File: config.mk
export PLATFORM = sky130hd
export DESIGN_NAME = pixel_stream_packer
export DESIGN_NICKNAME = d
export VERILOG_FILES = /design/src/rtl/pixel_stream_packer.sv
export SDC_FILE = /design/constraint.sdc
export NUM_CORES = 1
export LEC_CHECK = 0
export CAP_MARGIN = 0
export CORE_MARGIN = 2
export CORE_UTILIZATION = 40
export DETAILED_ROUTE_END_ITERATION = 12
export HOLD_SLACK_MARGIN = 0.08
export PLACE_DENSITY_LB_ADDON = 0.05
export SYNTH_ARGS = -nofsm -noshare
export SYNTH_HDL_FRONTEND = slang
export SYNTH_SLANG_ARGS = --single-unit
File: constraint.sdc
create_clock -name clk -period 10.5 [get_ports clk]
set_input_delay 3.15 -clock clk [delete_from_list [all_inputs] [get_ports clk]]
set_output_delay 3.15 -clock clk [all_outputs]
set_load 0.02 [all_outputs]
File: src/rtl/pixel_stream_packer.sv
// Packs 16-bit pixel pairs into 32-bit AXI4-Stream words with frame/line markers and a FWFT output FIFO.
// Optional counters are enabled by defining PIXEL_STREAM_PACKER_STATS_EN.
module pixel_stream_packer #(
    parameter int C_PIXEL_DATA_WIDTH = 16,
    parameter int C_AXIS_TDATA_WIDTH = 32,
    parameter int C_FIFO_DEPTH       = 16,
    parameter int C_LINE_PIXELS      = 640
) (
    input  logic                          clk,
    input  logic                          rst,
    input  logic                          enable,
    input  logic [C_PIXEL_DATA_WIDTH-1:0] pixel_data,
    input  logic                          pixel_valid,
    input  logic                          pixel_sof,
    input  logic                          pixel_eol,
    output logic [C_AXIS_TDATA_WIDTH-1:0] m_axis_tdata,
    output logic                          m_axis_tvalid,
    input  logic                          m_axis_tready,
    output logic                          m_axis_tlast,
    output logic                          m_axis_tuser,
    input  logic                          status_clear,
    output logic                          overflow,
    output logic                          line_err,
    output logic                          busy
`ifdef PIXEL_STREAM_PACKER_STATS_EN
    ,
    output logic [15:0]                   frame_count,
    output logic [15:0]                   drop_count
`endif
);

    localparam int AW = $clog2(C_FIFO_DEPTH);
    localparam logic [15:0] LINE_LEN = 16'(C_LINE_PIXELS);

    typedef enum logic [1:0] {
        S_IDLE   = 2'd0,
        S_ACTIVE = 2'd1,
        S_DROP   = 2'd2
    } state_t;

    state_t                          state_r;
    logic [C_PIXEL_DATA_WIDTH-1:0]   half_r;
    logic                            half_valid_r;
    logic                            first_r;
    logic [15:0]                     pix_cnt_r;
    logic [15:0]                     line_total_s;
    logic                            stage_valid_r;
    logic [C_AXIS_TDATA_WIDTH-1:0]   stage_data_r;
    logic                            stage_last_r;
    logic                            stage_user_r;
    logic                            overflow_r;
    logic                            line_err_r;

    logic [C_AXIS_TDATA_WIDTH+1:0]   fifo_mem [C_FIFO_DEPTH];
    logic [AW-1:0]                   wr_ptr_r;
    logic [AW-1:0]                   rd_ptr_r;
    logic [AW:0]                     fifo_count_r;
    logic                            fifo_full_s;
    logic                            fifo_empty_s;
    logic                            rd_fire_s;
    logic                            wr_fire_s;
    logic                            ovf_event_s;
    logic                            sof_in_s;
    logic [C_AXIS_TDATA_WIDTH+1:0]   rd_word_s;

    assign fifo_full_s  = (fifo_count_r == (AW+1)'(C_FIFO_DEPTH));
    assign fifo_empty_s = (fifo_count_r == '0);
    assign rd_fire_s    = !fifo_empty_s && m_axis_tready;
    // A full FIFO still accepts the staged word when a read frees a slot in the same cycle.
    assign wr_fire_s    = stage_valid_r && (!fifo_full_s || rd_fire_s);
    assign ovf_event_s  = stage_valid_r && fifo_full_s && !rd_fire_s;
    assign sof_in_s     = pixel_valid && pixel_sof;
    assign line_total_s = pix_cnt_r + 16'd1;
    assign rd_word_s    = fifo_mem[rd_ptr_r];

    // Packing FSM, line-length check, word staging register and sticky status.
    always_ff @(posedge clk) begin
        if (rst) begin
            state_r       <= S_IDLE;
            half_r        <= '0;
            half_valid_r  <= 1'b0;
            first_r       <= 1'b0;
            pix_cnt_r     <= 16'd0;
            stage_valid_r <= 1'b0;
            stage_data_r  <= '0;
            stage_last_r  <= 1'b0;
            stage_user_r  <= 1'b0;
            overflow_r    <= 1'b0;
            line_err_r    <= 1'b0;
        end else begin
            stage_valid_r <= 1'b0;
            if (status_clear) begin
                overflow_r <= 1'b0;
                line_err_r <= 1'b0;
            end
            if (ovf_event_s) begin
                overflow_r <= 1'b1;
            end
            if (sof_in_s) begin
                if (state_r == S_ACTIVE && half_valid_r) begin
                    line_err_r <= 1'b1;
                end
                half_valid_r <= 1'b0;
                if (enable) begin
                    state_r <= S_ACTIVE;
                    if (pixel_eol) begin
                        // One-pixel line: padded word, and the length can never match an even line.
                        stage_valid_r <= 1'b1;
                        stage_data_r  <= {{C_PIXEL_DATA_WIDTH{1'b0}}, pixel_data};
                        stage_last_r  <= 1'b1;
                        stage_user_r  <= 1'b1;
                        first_r       <= 1'b0;
                        pix_cnt_r     <= 16'd0;
                        line_err_r    <= 1'b1;
                    end else begin
                        half_r       <= pixel_data;
                        half_valid_r <= 1'b1;
                        first_r      <= 1'b1;
                        pix_cnt_r    <= 16'd1;
                    end
                end else begin
                    state_r   <= S_IDLE;
                    first_r   <= 1'b0;
                    pix_cnt_r <= 16'd0;
                end
            end else if (state_r == S_ACTIVE) begin
                if (ovf_event_s) begin
                    state_r      <= S_DROP;
                    half_valid_r <= 1'b0;
                end else if (pixel_valid) begin
                    if (half_valid_r || pixel_eol) begin
                        stage_valid_r <= 1'b1;
                        stage_data_r  <= half_valid_r ? {pixel_data, half_r}
                                                      : {{C_PIXEL_DATA_WIDTH{1'b0}}, pixel_data};
                        stage_last_r  <= pixel_eol;
                        stage_user_r  <= first_r;
                        first_r       <= 1'b0;
                        half_valid_r  <= 1'b0;
                        if (!half_valid_r) begin
                            line_err_r <= 1'b1;
                        end
                    end else begin
                        half_r       <= pixel_data;
                        half_valid_r <= 1'b1;
                    end
                    if (pixel_eol) begin
                        pix_cnt_r <= 16'd0;
                        if (line_total_s != LINE_LEN) begin
                            line_err_r <= 1'b1;
                        end
                    end else if (pix_cnt_r != 16'hFFFF) begin
                        pix_cnt_r <= line_total_s;
                    end
                end
            end
        end
    end

    // FIFO pointers and occupancy.
    always_ff @(posedge clk) begin
        if (rst) begin
            wr_ptr_r     <= '0;
            rd_ptr_r     <= '0;
            fifo_count_r <= '0;
        end else begin
            if (wr_fire_s) begin
                wr_ptr_r <= wr_ptr_r + 1'b1;
            end
            if (rd_fire_s) begin
                rd_ptr_r <= rd_ptr_r + 1'b1;
            end
            case ({wr_fire_s, rd_fire_s})
                2'b10:   fifo_count_r <= fifo_count_r + 1'b1;
                2'b01:   fifo_count_r <= fifo_count_r - 1'b1;
                default: fifo_count_r <= fifo_count_r;
            endcase
        end
    end

    // FIFO storage; entries are {last, user, data}.
    always_ff @(posedge clk) begin
        if (wr_fire_s) begin
            fifo_mem[wr_ptr_r] <= {stage_last_r, stage_user_r, stage_data_r};
        end
    end

    // First-word-fall-through read side; outputs forced to zero while empty.
    always_comb begin
        m_axis_tdata = '0;
        m_axis_tlast = 1'b0;
        m_axis_tuser = 1'b0;
        if (fifo_empty_s) begin
            m_axis_tdata = '0;
            m_axis_tlast = 1'b0;
            m_axis_tuser = 1'b0;
        end else begin
            m_axis_tdata = rd_word_s[C_AXIS_TDATA_WIDTH-1:0];
            m_axis_tuser = rd_word_s[C_AXIS_TDATA_WIDTH];
            m_axis_tlast = rd_word_s[C_AXIS_TDATA_WIDTH+1];
        end
    end

    assign m_axis_tvalid = !fifo_empty_s;
    assign overflow      = overflow_r;
    assign line_err      = line_err_r;
    assign busy          = (state_r != S_IDLE) || !fifo_empty_s || stage_valid_r;

`ifdef PIXEL_STREAM_PACKER_STATS_EN
    logic [15:0] frame_count_r;
    logic [15:0] drop_count_r;
    logic        frame_event_s;
    logic        drop_event_s;

    assign frame_event_s = sof_in_s && enable;
    assign drop_event_s  = (state_r == S_ACTIVE) && ovf_event_s && !sof_in_s;

    // Frame and drop counters; an increment wins over a same-cycle clear.
    always_ff @(posedge clk) begin
        if (rst) begin
            frame_count_r <= 16'd0;
            drop_count_r  <= 16'd0;
        end else begin
            if (frame_event_s) begin
                frame_count_r <= frame_count_r + 16'd1;
            end else if (status_clear) begin
                frame_count_r <= 16'd0;
            end
            if (drop_event_s) begin
                drop_count_r <= drop_count_r + 16'd1;
            end else if (status_clear) begin
                drop_count_r <= 16'd0;
            end
        end
    end

    assign frame_count = frame_count_r;
    assign drop_count  = drop_count_r;
`endif

endmodule

Yosys cells after proc, flatten, opt, wreduce, memory -nomap -nowiden
Memories as Yosys holds them, arrays and structs flattened. A register that Yosys moved wholly into a read port is not among the register bits. Cells that the tools add are included.

Bits in registers: 86. Bits in writable memories: 544. Bits of input ports: 24. Memories: 1.

$add $sub $neg: 5. Eq/ne operators: 11. Multiplexer cells: 80. Reduce and logical (&&, ||, !) cells: 29.

Memories: fifo_mem (words 16, bits a word 34, rd ports 1, clocked after Yosys merged registers in 1, wr ports 1, line 54) `logic [C_AXIS_TDATA_WIDTH+1:0] fifo_mem [C_FIFO_DEPTH];`.

Operators with widths (number): 2-to-1 mux 32 bit (9); 2-to-1 mux 16 bit (14); 2-to-1 mux 1 bit (51); adder 16 x 1 -> 16 bit, second input constant (1); != test 16 x 10 -> 1 bit, second input constant (1); != test 16 bit, second input constant (1); nonzero test 2 bit (7); AND reduction 6 bit (2); one-hot mux 5 bit (2 select lines) (1); adder 4 x 1 -> 4 bit, second input constant (2); 2-to-1 mux 4 bit (2); != test 2 bit, second input constant (4); AND reduction 4 bit (2); logical AND 1 bit (6); 2-to-1 mux 2 bit (3); nonzero test 3 bit (2); adder 5 x 1 -> 5 bit, second input constant (1); equality test 5 bit, second input constant (1); zero test 5 bit (1); subtractor 5 x 1 -> 5 bit, second input constant (1); equality test 2 x 1 -> 1 bit, second input constant (2); logical OR 1 bit (4); AND reduction 2 bit (2); zero test 1 bit (3); 2 further kinds (2).

Logic depth before layout (Yosys ltp)
Word-level depth: 9. Mapped depth: 12.

Worst setup path after synthesis
Ideal clock, no wire load.

Path type: input to register. From: input m_axis_tready. To: memory fifo_mem[3][0] (netlist name), enable pin. Library setup time: 468 ps. Arrival time: 5914 ps. Data required time: 10032 ps. Setup slack: 4119 ps. Stages: 4. Cells stage by stage: o31a_2 buf_2 nand2_1 nor3_1.

Longest elaborated chain between the ends: 5.

RTL lines: start, declared (line 18) `input logic m_axis_tready,`; logical AND 1 bit (line 68) `assign rd_fire_s = !fifo_empty_s && m_axis_tready;`; logical OR 1 bit (line 70) `assign wr_fire_s = stage_valid_r && (!fifo_full_s || rd_fire_s);`; logical AND 1 bit (line 70); 2-to-1 mux 1 bit (line 182) `if (wr_fire_s) begin`; 2-to-1 mux 1 bit (implied by the code) (line 183) `fifo_mem[wr_ptr_r] <= {stage_last_r, stage_user_r, stage_data_r};`; end, declared (line 54).

Every way passes these cells.

==> impl_metrics.toml <==
[yosys]
synth_ff_type = "edfxtp_1"
syn_inst = 1285
yosysTopAreaCellShare_pct = 65.4
ys_seq_area_share_pct = 72.6
syn_area_um2 = 25000
async_flop_share_pct = 0
ys_top_cells_by_area = "edfxtp_1, mux4_2, dfxtp_1"
synth_edf_count = 544
synth.distinct_cells = 70
syn_nets = 1320
syn_avg_cell_area_um2 = 19.4
ys_ff_latch = 634
ys_warn_count = 0
synth_largest_area_cell = "edfxtp_1"

[detailed_routing]
drtPass1Iterations = 5
drc = 0
post_drt_wl_per_cell_um = 27.3
via_count = 12400
viasPerCell = 5.49
postRouteAntennaNets = 0
routed_wirelength_mm = 61.5
drt_iter0_markers = 830

[sta]
fin_crit_ps = 7210
rsz0062_at_grt = "false"
final_max_slew_viol_count = 0
fin_crit_sh_pct = 68.7
max_freq_mhz = 139
clock_skew_ps = 14.2
slew_headroom_pct = 16.9
finalHoldViolations = 0
max_slew.worst_pin.slew_ps = 1240
finalSetupViolations = 0
setup_tns_ps = 0

[worst_setup_path]
crit_path_max_incr_delay_ps = 810
crit_fanout = 104
crit_top_cell = "mux4_2"
setup.worst_path.end_class = "output pin"
path_cells = "buf_12, mux4_2, mux4_2, and2_1, clkdlybuf4s50_1"
cp_slowest_cell = "dfxtp_4"
crit_type = "reg -> out"
cp_data_arrival_time_ps = 4060
worstSetupStartpointType = "flop"
cp_data_required_time_ps = 7350

[clock_network]
cts_buffer_depth = 3
insertion_delay_ps = 600
cts_sinks = 634
clk_pin_slew_worst_paths_ps = 50
cts_setup_buffers = 0
cts_tree = "done"
ctsHoldBuffers = 0
cts_made_buffers = 70
cts_resized = 0
clock-root-buffer = "clkbuf_16"
htreeDepth = 3

[cells_and_area]
layout_commonest_cell = "edfxtp_1"
fin_util_pct = 46.6
most-common-layout-cells = "edfxtp_1, mux4_2, dfxtp_1"
areaGrowthSynthToFinish_pct = 15.3
nets = 1401
drive_gt1_share_pct = 23.4
nFillCells = 5295

[die]
fp-row-count = 91
die_h_um = 254
die_area_um2 = 64500
initial_core_util_pct = 40.5
io_pins = 62
die_x_um = 254
core_area_um2 = 61700

[placement]
port_buffers = 61
gp_congestion = 0.794
hpwl_mm = 32.0

[power]
p_per_area_nw_per_um2 = 208
power_leakage_nw = 9.60
power_frac_seq_pct = 46.7
power_frac_comb_pct = 13.4
clockPowerShare_pct = 40.0
ir_worst_vdd_v = 0.000187
p_sw_mw = 1.42
sw_frac_of_total_pct = 23.7
p_int_mw = 4.57

[job]
cap_violations = 0

[global_routing]
grt_start_max_net_pins = 107
grt_antenna_before_repair = 5
track_usage_pct = 19.7
grt_pass1_vias = 13000
grt_pass1_wl_mm = 90.0
gr-total-overflow = 0

[status]
status = "finished clean"

[hold_path]
min_path_type = "reg -> reg"
==> sequential cells by signal, indices dropped and copies added (netlist names), named ones only <==
register       cells
stage_data_r      32
rd_ptr_r           4
fifo_mem         544
half_r            16
wr_ptr_r           4
pix_cnt_r         16
stage_user_r       1
overflow           1
line_err           1
half_valid_r       1
fifo_count_r       5
stage_last_r       1
stage_valid_r      1
first_r            1
state_r            2
==> cells by family (layout without fill, tap and decap cells) <==
| kind of cell | count (synthesis) | count (layout) | share of synthesized area [%] |
|---|---|---|---|
| flip-flops | 634 | 634 | 72.6 |
| XOR/XNOR | 14 | 14 | 0.491 |
| AND/OR/NAND/NOR | 221 | 221 | 4.66 |
| multiplexers | 190 | 190 | 16.1 |
| buffers and inverters | 95 | 227 | 1.93 |
| other | 0 | 1 | 0 |
| AO/OA/AOI/OAI | 120 | 120 | 3.58 |
| adder cells (fa/ha/maj) | 11 | 11 | 0.581 |
==> through the flow <==
step | hold slack, ps | area (um2) | instances | power [mW] | worst slack (ps)
3_5_place_dp | 462 | 26600 | 2131 | 3.67 | 3730
5_1_grt | 501 | 28800 | 2254 | 6.22 | 3000
4_1_cts | 471 | 28800 | 2254 | 6.07 | 3090
3_3_place_gp | 467 | 26600 | 2131 | 3.67 | 3710
6_report | 468 | 28800 | 2255 | 5.99 | 3290
2_1_floorplan | 454 | 25000 | 1285 | 3.42 | 4120
==> cells in the mapped netlist, drive strengths merged, types with 2 or more instances <==
library cell	count
a211o	2
a211oi	19
a21oi	21
a221oi	2
a22o	16
a311oi	9
a31oi	6
and2	36
and3	6
and4	2
buf	40
clkbuf	38
clkinv	2
dfxtp	90
edfxtp	544
ha	10
inv	14
mux2i	20
mux4	170
nand2	31
nand2b	5
nand3	11
nand4	12
nor2	71
nor2b	2
nor3	12
nor4	6
o2111ai	3
o21ai	27
o221ai	3
o31a	2
or3	19
or4	4
xnor2	9
xor2	5
==> worst max-delay path: cells and delay by family, from the launching register on <==
kind	cells	cell delay, ps
mux	2	1060
flops	1	810
simple gates	1	190
buf+inv	2	1240
==> final cells by class <==
class	count	area, um2	share of cell area [%]
Tap cell	837	1050	3.64
Clock buffer	97	1980	6.87
Sequential cell	634	18100	63.1
Antenna cell	1	2.50	0.00869
Timing Repair Buffer	88	833	2.89
Clock inverter	26	243	0.843
Inverter	16	60.1	0.209
Multi-Input combinational cell	556	6470	22.5
==> path summary, 6_finish.rpt <==
| kind | from | end | slack, ps | cells after the start |
|---|---|---|---|---|
| max | flop | m_axis_tdata[18] | 3290 | 5 |
| min | overflow | overflow | 470 | 2 |
| max reg2reg | fifo_count_r[0] | fifo_count_r[4] | 7110 | 9 |
| min reg2reg | overflow | overflow | 470 | 2 |
==> power by group through the flow <==
stage	sequential [mW]	combinational [mW]	clock [mW]
finish	2.79	0.800	2.39
floorplan	2.79	0.629	0
global placement	2.85	0.822	0
detailed placement	2.85	0.823	0
global route	2.80	0.868	2.55
CTS	2.80	0.825	2.45
==> routing by layer <==
layer	global-route usage, %	routed length [um]	vias up
met2	32.7	30500	260
met1	27.0	26800	6628
met5	0	11	-
met3	3.47	3060	76
met4	5.19	1100	2
li1	-	-	5408
(Power assumes the default switching activity.)
